**src/rtl/sipo_frame_ctrl_if.sv**
```systemverilog
// Handshake/bus bundle for sipo_frame_ctrl.
// master: serial source plus parallel consumer side; slave: the framing controller.
interface sipo_frame_ctrl_if #(
    parameter int unsigned WIDTH = 8
);

    logic             start;
    logic             bit_en;
    logic             data;
    logic [WIDTH-1:0] op;
    logic             op_valid;
    logic             op_ready;
    logic             busy;
    logic             overrun;
    logic             clr_ovr;
    logic             parity_err;

    modport master (
        output start,
        output bit_en,
        output data,
        output op_ready,
        output clr_ovr,
        input  op,
        input  op_valid,
        input  busy,
        input  overrun,
        input  parity_err
    );

    modport slave (
        input  start,
        input  bit_en,
        input  data,
        input  op_ready,
        input  clr_ovr,
        output op,
        output op_valid,
        output busy,
        output overrun,
        output parity_err
    );

endinterface

```
**src/rtl/sipo_frame_ctrl.sv**
```systemverilog
// Serial-in/parallel-out framing controller.
// A start pulse opens a frame; each bit_en shifts one data bit in, MSB first. The finished
// word moves into a held output register (double buffered against the shift register) and is
// offered through a valid/ready handshake. A word that finishes while the output register is
// still occupied and not being drained is dropped and raises the sticky overrun flag.
// Optional feature macro: PARITY_CHECK_EN -- one extra parity bit per frame, checked against
// PARITY_ODD and reported on parity_err alongside the word.
module sipo_frame_ctrl #(
    parameter int unsigned WIDTH      = 8,
    parameter int unsigned CNT_W      = 4,
    parameter int unsigned PARITY_ODD = 0
) (
    input logic              clk,
    input logic              rst,
    sipo_frame_ctrl_if.slave bus
);

    typedef enum logic [1:0] {
        StIdle   = 2'd0,
        StShift  = 2'd1,
        StParity = 2'd2
    } state_e;

    // Count value at which the final data bit of a frame is being sampled.
    localparam logic [CNT_W-1:0] LastCnt = CNT_W'(WIDTH - 1);

    state_e           state_q, state_d;
    logic [WIDTH-1:0] shreg_q, shreg_d;
    logic [CNT_W-1:0] cnt_q,   cnt_d;
    logic [WIDTH-1:0] op_q,    op_d;
    logic             op_valid_q, op_valid_d;
    logic             ovr_q,   ovr_d;

    logic [WIDTH-1:0] shifted;
    logic             done;
    logic [WIDTH-1:0] done_word;
    logic             load;
    logic             drop;

`ifdef PARITY_CHECK_EN
    logic             perr_q, perr_d;
    logic             done_perr;
`else
    logic             unused_parity_odd;
`endif

    assign shifted = {shreg_q[WIDTH-2:0], bus.data};

    // Frame sequencing: state, shift register and bit counter.
    always_comb begin
        state_d   = state_q;
        shreg_d   = shreg_q;
        cnt_d     = cnt_q;
        done      = 1'b0;
        done_word = shreg_q;
`ifdef PARITY_CHECK_EN
        done_perr = 1'b0;
`endif
        unique case (state_q)
            StIdle: begin
                // A bit_en coinciding with start belongs to no frame and is not sampled.
                if (bus.start) begin
                    state_d = StShift;
                    cnt_d   = '0;
                end
            end
            StShift: begin
                if (bus.bit_en) begin
                    shreg_d = shifted;
                    if (cnt_q == LastCnt) begin
                        cnt_d = '0;
`ifdef PARITY_CHECK_EN
                        state_d = StParity;
`else
                        state_d   = StIdle;
                        done      = 1'b1;
                        done_word = shifted;
`endif
                    end else begin
                        cnt_d = cnt_q + CNT_W'(1);
                    end
                end
            end
            StParity: begin
`ifdef PARITY_CHECK_EN
                if (bus.bit_en) begin
                    state_d   = StIdle;
                    done      = 1'b1;
                    done_word = shreg_q;
                    done_perr = (^shreg_q) ^ bus.data ^ PARITY_ODD[0];
                end
`else
                state_d = StIdle;
`endif
            end
            default: state_d = StIdle;
        endcase
    end

    // Output register, handshake and overrun tracking.
    always_comb begin
        op_d       = op_q;
        op_valid_d = op_valid_q;
`ifdef PARITY_CHECK_EN
        perr_d     = perr_q;
`endif
        // The slot can take a new word if it is empty or being drained this cycle.
        load = done & (~op_valid_q | bus.op_ready);
        drop = done & op_valid_q & ~bus.op_ready;

        if (op_valid_q && bus.op_ready) begin
            op_valid_d = 1'b0;
        end
        if (load) begin
            op_d       = done_word;
            op_valid_d = 1'b1;
`ifdef PARITY_CHECK_EN
            perr_d     = done_perr;
`endif
        end
        // A fresh drop wins over a simultaneous clear.
        ovr_d = (ovr_q & ~bus.clr_ovr) | drop;
    end

    // State and data registers with synchronous reset.
    always_ff @(posedge clk) begin
        if (rst) begin
            state_q    <= StIdle;
            shreg_q    <= '0;
            cnt_q      <= '0;
            op_q       <= '0;
            op_valid_q <= 1'b0;
            ovr_q      <= 1'b0;
        end else begin
            state_q    <= state_d;
            shreg_q    <= shreg_d;
            cnt_q      <= cnt_d;
            op_q       <= op_d;
            op_valid_q <= op_valid_d;
            ovr_q      <= ovr_d;
        end
    end

`ifdef PARITY_CHECK_EN
    // Parity result travels with the word it belongs to.
    always_ff @(posedge clk) begin
        if (rst) begin
            perr_q <= 1'b0;
        end else begin
            perr_q <= perr_d;
        end
    end

    assign bus.parity_err = perr_q;
`else
    assign unused_parity_odd = PARITY_ODD[0];
    assign bus.parity_err    = 1'b0;
`endif

    assign bus.op       = op_q;
    assign bus.op_valid = op_valid_q;
    assign bus.busy     = (state_q != StIdle);
    assign bus.overrun  = ovr_q;

endmodule

```
**src/flat_wrapper.sv**
```systemverilog
// flat-port wrapper written by rule: the top's interface ports become plain ports
module sipo_frame_ctrl_flat 
#(
    parameter int unsigned WIDTH      = 8,
    parameter int unsigned CNT_W      = 4,
    parameter int unsigned PARITY_ODD = 0
)
  (clk, rst, bus_start, bus_bit_en, bus_data, bus_op_ready, bus_clr_ovr, bus_op, bus_op_valid, bus_busy, bus_overrun, bus_parity_err);
  sipo_frame_ctrl_if #(.WIDTH(WIDTH)) bus_i ();
  input logic clk;
  input logic rst;
  input wire logic [$bits(bus_i.start)-1:0] bus_start;
  input wire logic [$bits(bus_i.bit_en)-1:0] bus_bit_en;
  input wire logic [$bits(bus_i.data)-1:0] bus_data;
  input wire logic [$bits(bus_i.op_ready)-1:0] bus_op_ready;
  input wire logic [$bits(bus_i.clr_ovr)-1:0] bus_clr_ovr;
  output wire logic [$bits(bus_i.op)-1:0] bus_op;
  output wire logic [$bits(bus_i.op_valid)-1:0] bus_op_valid;
  output wire logic [$bits(bus_i.busy)-1:0] bus_busy;
  output wire logic [$bits(bus_i.overrun)-1:0] bus_overrun;
  output wire logic [$bits(bus_i.parity_err)-1:0] bus_parity_err;
  assign bus_i.start = bus_start;
  assign bus_i.bit_en = bus_bit_en;
  assign bus_i.data = bus_data;
  assign bus_i.op_ready = bus_op_ready;
  assign bus_i.clr_ovr = bus_clr_ovr;
  assign bus_op = bus_i.op;
  assign bus_op_valid = bus_i.op_valid;
  assign bus_busy = bus_i.busy;
  assign bus_overrun = bus_i.overrun;
  assign bus_parity_err = bus_i.parity_err;
  sipo_frame_ctrl #(.WIDTH(WIDTH), .CNT_W(CNT_W), .PARITY_ODD(PARITY_ODD)) u_core (.clk(clk), .rst(rst), .bus(bus_i));
endmodule
```
**config.mk**
```make
export PLATFORM = sky130hd
export DESIGN_NAME = sipo_frame_ctrl_flat
export DESIGN_NICKNAME = d
export VERILOG_FILES = /design/src/rtl/sipo_frame_ctrl_if.sv /design/src/rtl/sipo_frame_ctrl.sv /design/src/flat_wrapper.sv
export SDC_FILE = /design/constraint.sdc
export NUM_CORES = 1
export LEC_CHECK = 0
export CORE_ASPECT_RATIO = 0.9
export CORE_MARGIN = 3
export CORE_UTILIZATION = 30
export CTS_CLUSTER_SIZE = 16
export DETAILED_ROUTE_END_ITERATION = 6
export SYNTH_ARGS = -nofsm -noshare
export SYNTH_HDL_FRONTEND = slang
export SYNTH_SLANG_ARGS = --single-unit
```
**constraint.sdc**
```tcl
create_clock -name clk -period 1.23 [get_ports clk]
set_input_delay 0.246 -clock clk [delete_from_list [all_inputs] [get_ports clk]]
set_output_delay 0.246 -clock clk [all_outputs]
set_load 0.02 [all_outputs]
```
# After elaboration in Yosys (flattened, before gate mapping)
# Cells that the tools add are included.
# word_totals
regBits	24
in_bits	7
wordCells	45
# classes
n_addsub	1
n_eq_ne	5
n_mux	16
bitwise_logic	9
n_reduce_logical	8
# ops
op	n
$mux W8	3
$mux W4	3
$pmux W4 S2	1
$mux W2	3
$reduce_and A3 Y1	2
$reduce_bool A2 Y1	3
$mux W1	5
$add A4 B1 Y4 const B	1
$and A1 B1 Y1	4
$eq A4 B3 Y1 const B	1
$ne A2 B2 Y1 const B	2
$pmux W2 S2	1
$not A1 Y1	3
$eq A2 B1 Y1 const B	1
$logic_not A2 Y1	1
$ne A2 B1 Y1 const B	1
$or A1 B1 Y1	2
$reduce_and A2 Y1	1
$logic_and A1 B1 Y1	1

# Longest topological paths before layout
# logic_depth
depth_word	7
ltp_mapped	5
ltp_nobuf	4

# Least setup slack after synthesis
# No wires, ideal clock.
# synth_timing
path_type	flip-flop to flip-flop
from	reg u_core.cnt_q[0]
to	reg u_core.op_q[0], in the netlist u_core.bus.op[0]
setup_ns	0.120
arrival_ns	1.182
path_slack_ns	-0.072
path_stages_with_launch	6
n_path_buf	1
path_cell_list	dfxtp_1 ha_1 and2_2 and4b_1 buf_4 mux2i_1
# synth_via
elab_chain_cells	5
# synth_rtl
element	line	rtl
start: declaration	sipo_frame_ctrl.sv:29	logic [CNT_W-1:0] cnt_q, cnt_d;
start signal: assignment	sipo_frame_ctrl.sv:137	cnt_q <= cnt_d;
$eq A4 B3 Y1 (*)	sipo_frame_ctrl.sv:70	if (cnt_q == LastCnt) begin
$mux W1	sipo_frame_ctrl.sv:70	
$mux W1	sipo_frame_ctrl.sv:68	if (bus.bit_en) begin
$mux W1	sipo_frame_ctrl.sv:59	unique case (state_q)
$and A1 B1 Y1	sipo_frame_ctrl.sv:108	load = done & (~op_valid_q | bus.op_ready);
end signal: assignment	sipo_frame_ctrl.sv:138	op_q <= op_d;
end: declaration	sipo_frame_ctrl.sv:30	logic [WIDTH-1:0] op_q, op_d;
# Mark *: on every way between the ends. The rest lies on a longest branch, timed or not.
# A chain may end at the register's enable or synchronous reset.

# Worst setup path after layout
# layout_timing
from	reg u_core.cnt_q[1]
to	reg u_core.op_q[6], in the netlist u_core.bus.op[6]
# Same word-level chain as after synthesis.

==> key figures <==
Placed design
  – Final weighted congestion in routability-driven placement: 0.790
  – Number of port buffers: 17
  – Cells after DPL: approximately 170
  – Dpl cell area: 1300 um2
  – DP HPWL: approximately 1.4 mm

STA
  – Final worst slack: -54.8 ps
  – Final slew viol count: 0
  – RSZ-0062 raised after global routing: yes
  – Max Clk Rate: 778 MHz
  – Period utilisation layout: 104%
  – Final setup viols: 8
  – Final-report hold violation count: 0
  – Clk_skew: ~5.6 ps
  – Min Clock Period, post-route: approximately 1300 ps

Detailed routing
  – Final ANT Viol Nets: 0
  – First-pass DRT Iterations: 3
  – Via count: 798
  – # DRC: 0
  – Iter 0 DRT Violations: 42
  – WL per Instance: roughly 11 um
  – Total wire length: 1.91 mm
  – Vias/cell: between 4 and 5

Critical path
  – Cells along the critical path: ha_4, and2_4, and4b_1, buf_12, mux2i_1
  – CP Class: flop to flop
  – CP endpoint kind: flop
  – Arrival time at the worst endpoint: between 1500 and 2000 ps
  – CP peak stage delay: around 370 ps
  – Worst EP required: 1470 ps
  – Startpoint Class: flop
  – CP Max Fanout: 8
  – FF-to-FF setup slack: -50 ps
  – R2R cell count: 5
  – RR Startpoint: u_core.cnt_q[1]
  – R2r endpoint: u_core.bus.op[6]
  – Crit-path leading delay family: flip-flops
  – Slowest-stage cell, CP: dfxtp_2
  – Crit path buffers/inverters: 1

Die
  – I/O pins: 19
  – Die Footprint: approximately 4000 um2
  – Initial Util: 33.4%
  – Die Ht: about 60 um
  – Placement Rows: 18
  – Die width: 65.9 um
  – Core box area: a little under 3000 um2

Clock network
  – TritonCTS buffer count: 3
  – CTS tree: done
  – Setup Fix Bufs, Post-CTS: 0
  – H-Tree Level Count: 1
  – Hold bufs inserted after CTS: 0
  – Clock tree sinks: 22
  – Root Buffer: clkbuf_4
  – Max Root-Sink Buffers: 2
  – CTS clock-pin slew for the worst setup and hold paths: between 100 and 150 ps
  – Worst skew pair latency: around 310 ps

Synth
  – Syn nets: approximately 120
  – Post-synthesis register bit count: 22
  – Top FF cell, synth: dfxtp_1
  – Synthesized cell area: a little under 1000 um2
  – Yosys synthesis warning count: 0
  – Syn Inst Count: 107
  – Post-synth EDFFs: 0
  – Register area share after synthesis: between 40% and 50%
  – Async SR Flop Fraction: 0%
  – Netlist cell types: 28
  – Synth Area per Inst: 9.06 um2

Cells and area
  – Filler cell count: 297
  – Most frequent cells in the layout: nand2b_1, dfxtp_1, nand2_1
  – Total Nets Final: 144
  – Finished Core Util: between 40% and 50%
  – Share of cells above drive strength 1: 31.9%
  – Post-Layout Inst Area: between 1000 and 1500 um2
  – Area delta synth->final: 35.9%
  – Non-filler cells, final: between 150 and 200
  – Antenna cells: 0

GRT
  – Grt ovf: 0
  – Vias in the first global route: 785
  – Initial antenna violation count: 0
  – First-pass GRT wire length: between 3 and 4 mm
  – Largest net degree at the start of global routing: 31
  – GR Util All Layers: between 10% and 20%

Power and ir drop
  – Tot Pwr: 1.39 mW
  – P_leak: roughly 0.49 nW
  – Power density over cell area: around 1100 nW/um2
  – Maximum vdd drop: between 0.6 and 0.7 mV

Hold path
  – Worst Hold Class: flop to flop
  – HP Start: u_core.shreg_q[6]
  – Hold depth: 2
  – Worst Hold End: u_core.shreg_q[6]

Status
  – Outcome: finished with violations
  – Failing checks: negative setup slack

Flow run
  – # Max-Cap Violations: 0
==> metal layers <==
metal	up-vias	share of wire, %	global-route usage [%]
li1	418	-	-
met1	367	44	11.1
met2	13	51	19.6
met3	0	4.6	3.95
met4	0	0	1.74
met5	-	0	0
==> worst max-delay path by stage <==
| stage | startpoint | to | cells past startpoint |
|---|---|---|---|
| floorplan | u_core.cnt_q[1] | u_core.bus.op[0] | 5 |
| global placement | bus_bit_en | u_core.cnt_q[3] | 5 |
| detailed placement | bus_bit_en | u_core.cnt_q[3] | 5 |
| CTS | u_core.cnt_q[1] | u_core.bus.op[6] | 5 |
| global route | u_core.cnt_q[1] | u_core.bus.op[6] | 5 |
| finish | u_core.cnt_q[1] | u_core.bus.op[6] | 5 |
==> sequential cells by signal, indices dropped and copies added, names as in the netlist <==
name,count
u_core.bus.op,8
u_core.bus.op_valid,1
u_core.bus.overrun,1
u_core.cnt_q,4
u_core.shreg_q,7
u_core.state_q,1
==> area by class of cell <==
class	count	area [um2]	share of cell area [%]
clock inverters	1	30.0	2.28
multi-input cells	78	510	38.7
repair buffers	31	258	19.6
clock buffers	3	22.5	1.71
well taps	40	50.0	3.80
flip-flops and latches	22	447	33.9
==> synthesized netlist by cell type, types with 2 or more instances <==
cell | number | area (um2)
buf_2 | 2 | 10.0
and2_2 | 2 | 15.0
a31oi_1 | 2 | 12.5
a21oi_1 | 11 | 55.1
buf_4 | 2 | 15.0
clkbuf_1 | 3 | 11.3
nand2b_1 | 17 | 106
nand2_1 | 16 | 60.1
dfxtp_1 | 22 | 440
nor2_1 | 3 | 11.3
nand3_1 | 2 | 10.0
mux2i_1 | 9 | 90.1
==> what timing repair did <==
item / in CTS / in global routing
endpoints found under the hold margin: 0 / 0
gates resized for setup: 26 / 12
endpoints found under the setup margin: 20 / 19
pin swaps: 2 / 0
==> worst min-delay path, delay by kind of cell, from the launching register on <==
kind            cells  cell delay, ps
compound gates      1              60
simple gates        1              50
flops               1             330
==> through the flow <==
step / setup TNS, ps / setup slack [ps] / hold WS (ps)
6_report: -315 / -54.8 / 476
5_1_grt: -862 / -128 / 494
4_1_cts: -403 / -65.7 / 482
3_5_place_dp: -4730 / -346 / 460
3_3_place_gp: -4290 / -295 / 449
2_1_floorplan: 0 / 35.3 / 382
==> kinds of logic (layout without fill, tap and decap cells) <==
| group | after synthesis | in the layout | synth area share (%) |
|---|---|---|---|
| multiplexers | 10 | 10 | 10.5 |
| flip-flops | 22 | 22 | 45.4 |
| other | 1 | 1 | 0.387 |
| AO/OA/AOI/OAI | 18 | 18 | 11.4 |
| adder cells (fa/ha/maj) | 1 | 1 | 1.29 |
| buffers and inverters | 7 | 35 | 3.74 |
| AND/OR/NAND/NOR | 48 | 48 | 27.4 |
==> power by group <==
group	switching (mW)	internal, mW
combinational	0.0523	0.0582
clock	0.225	0.329
sequential	0.00445	0.719
total	0.282	1.11
Power figures use the tool's default switching activity.
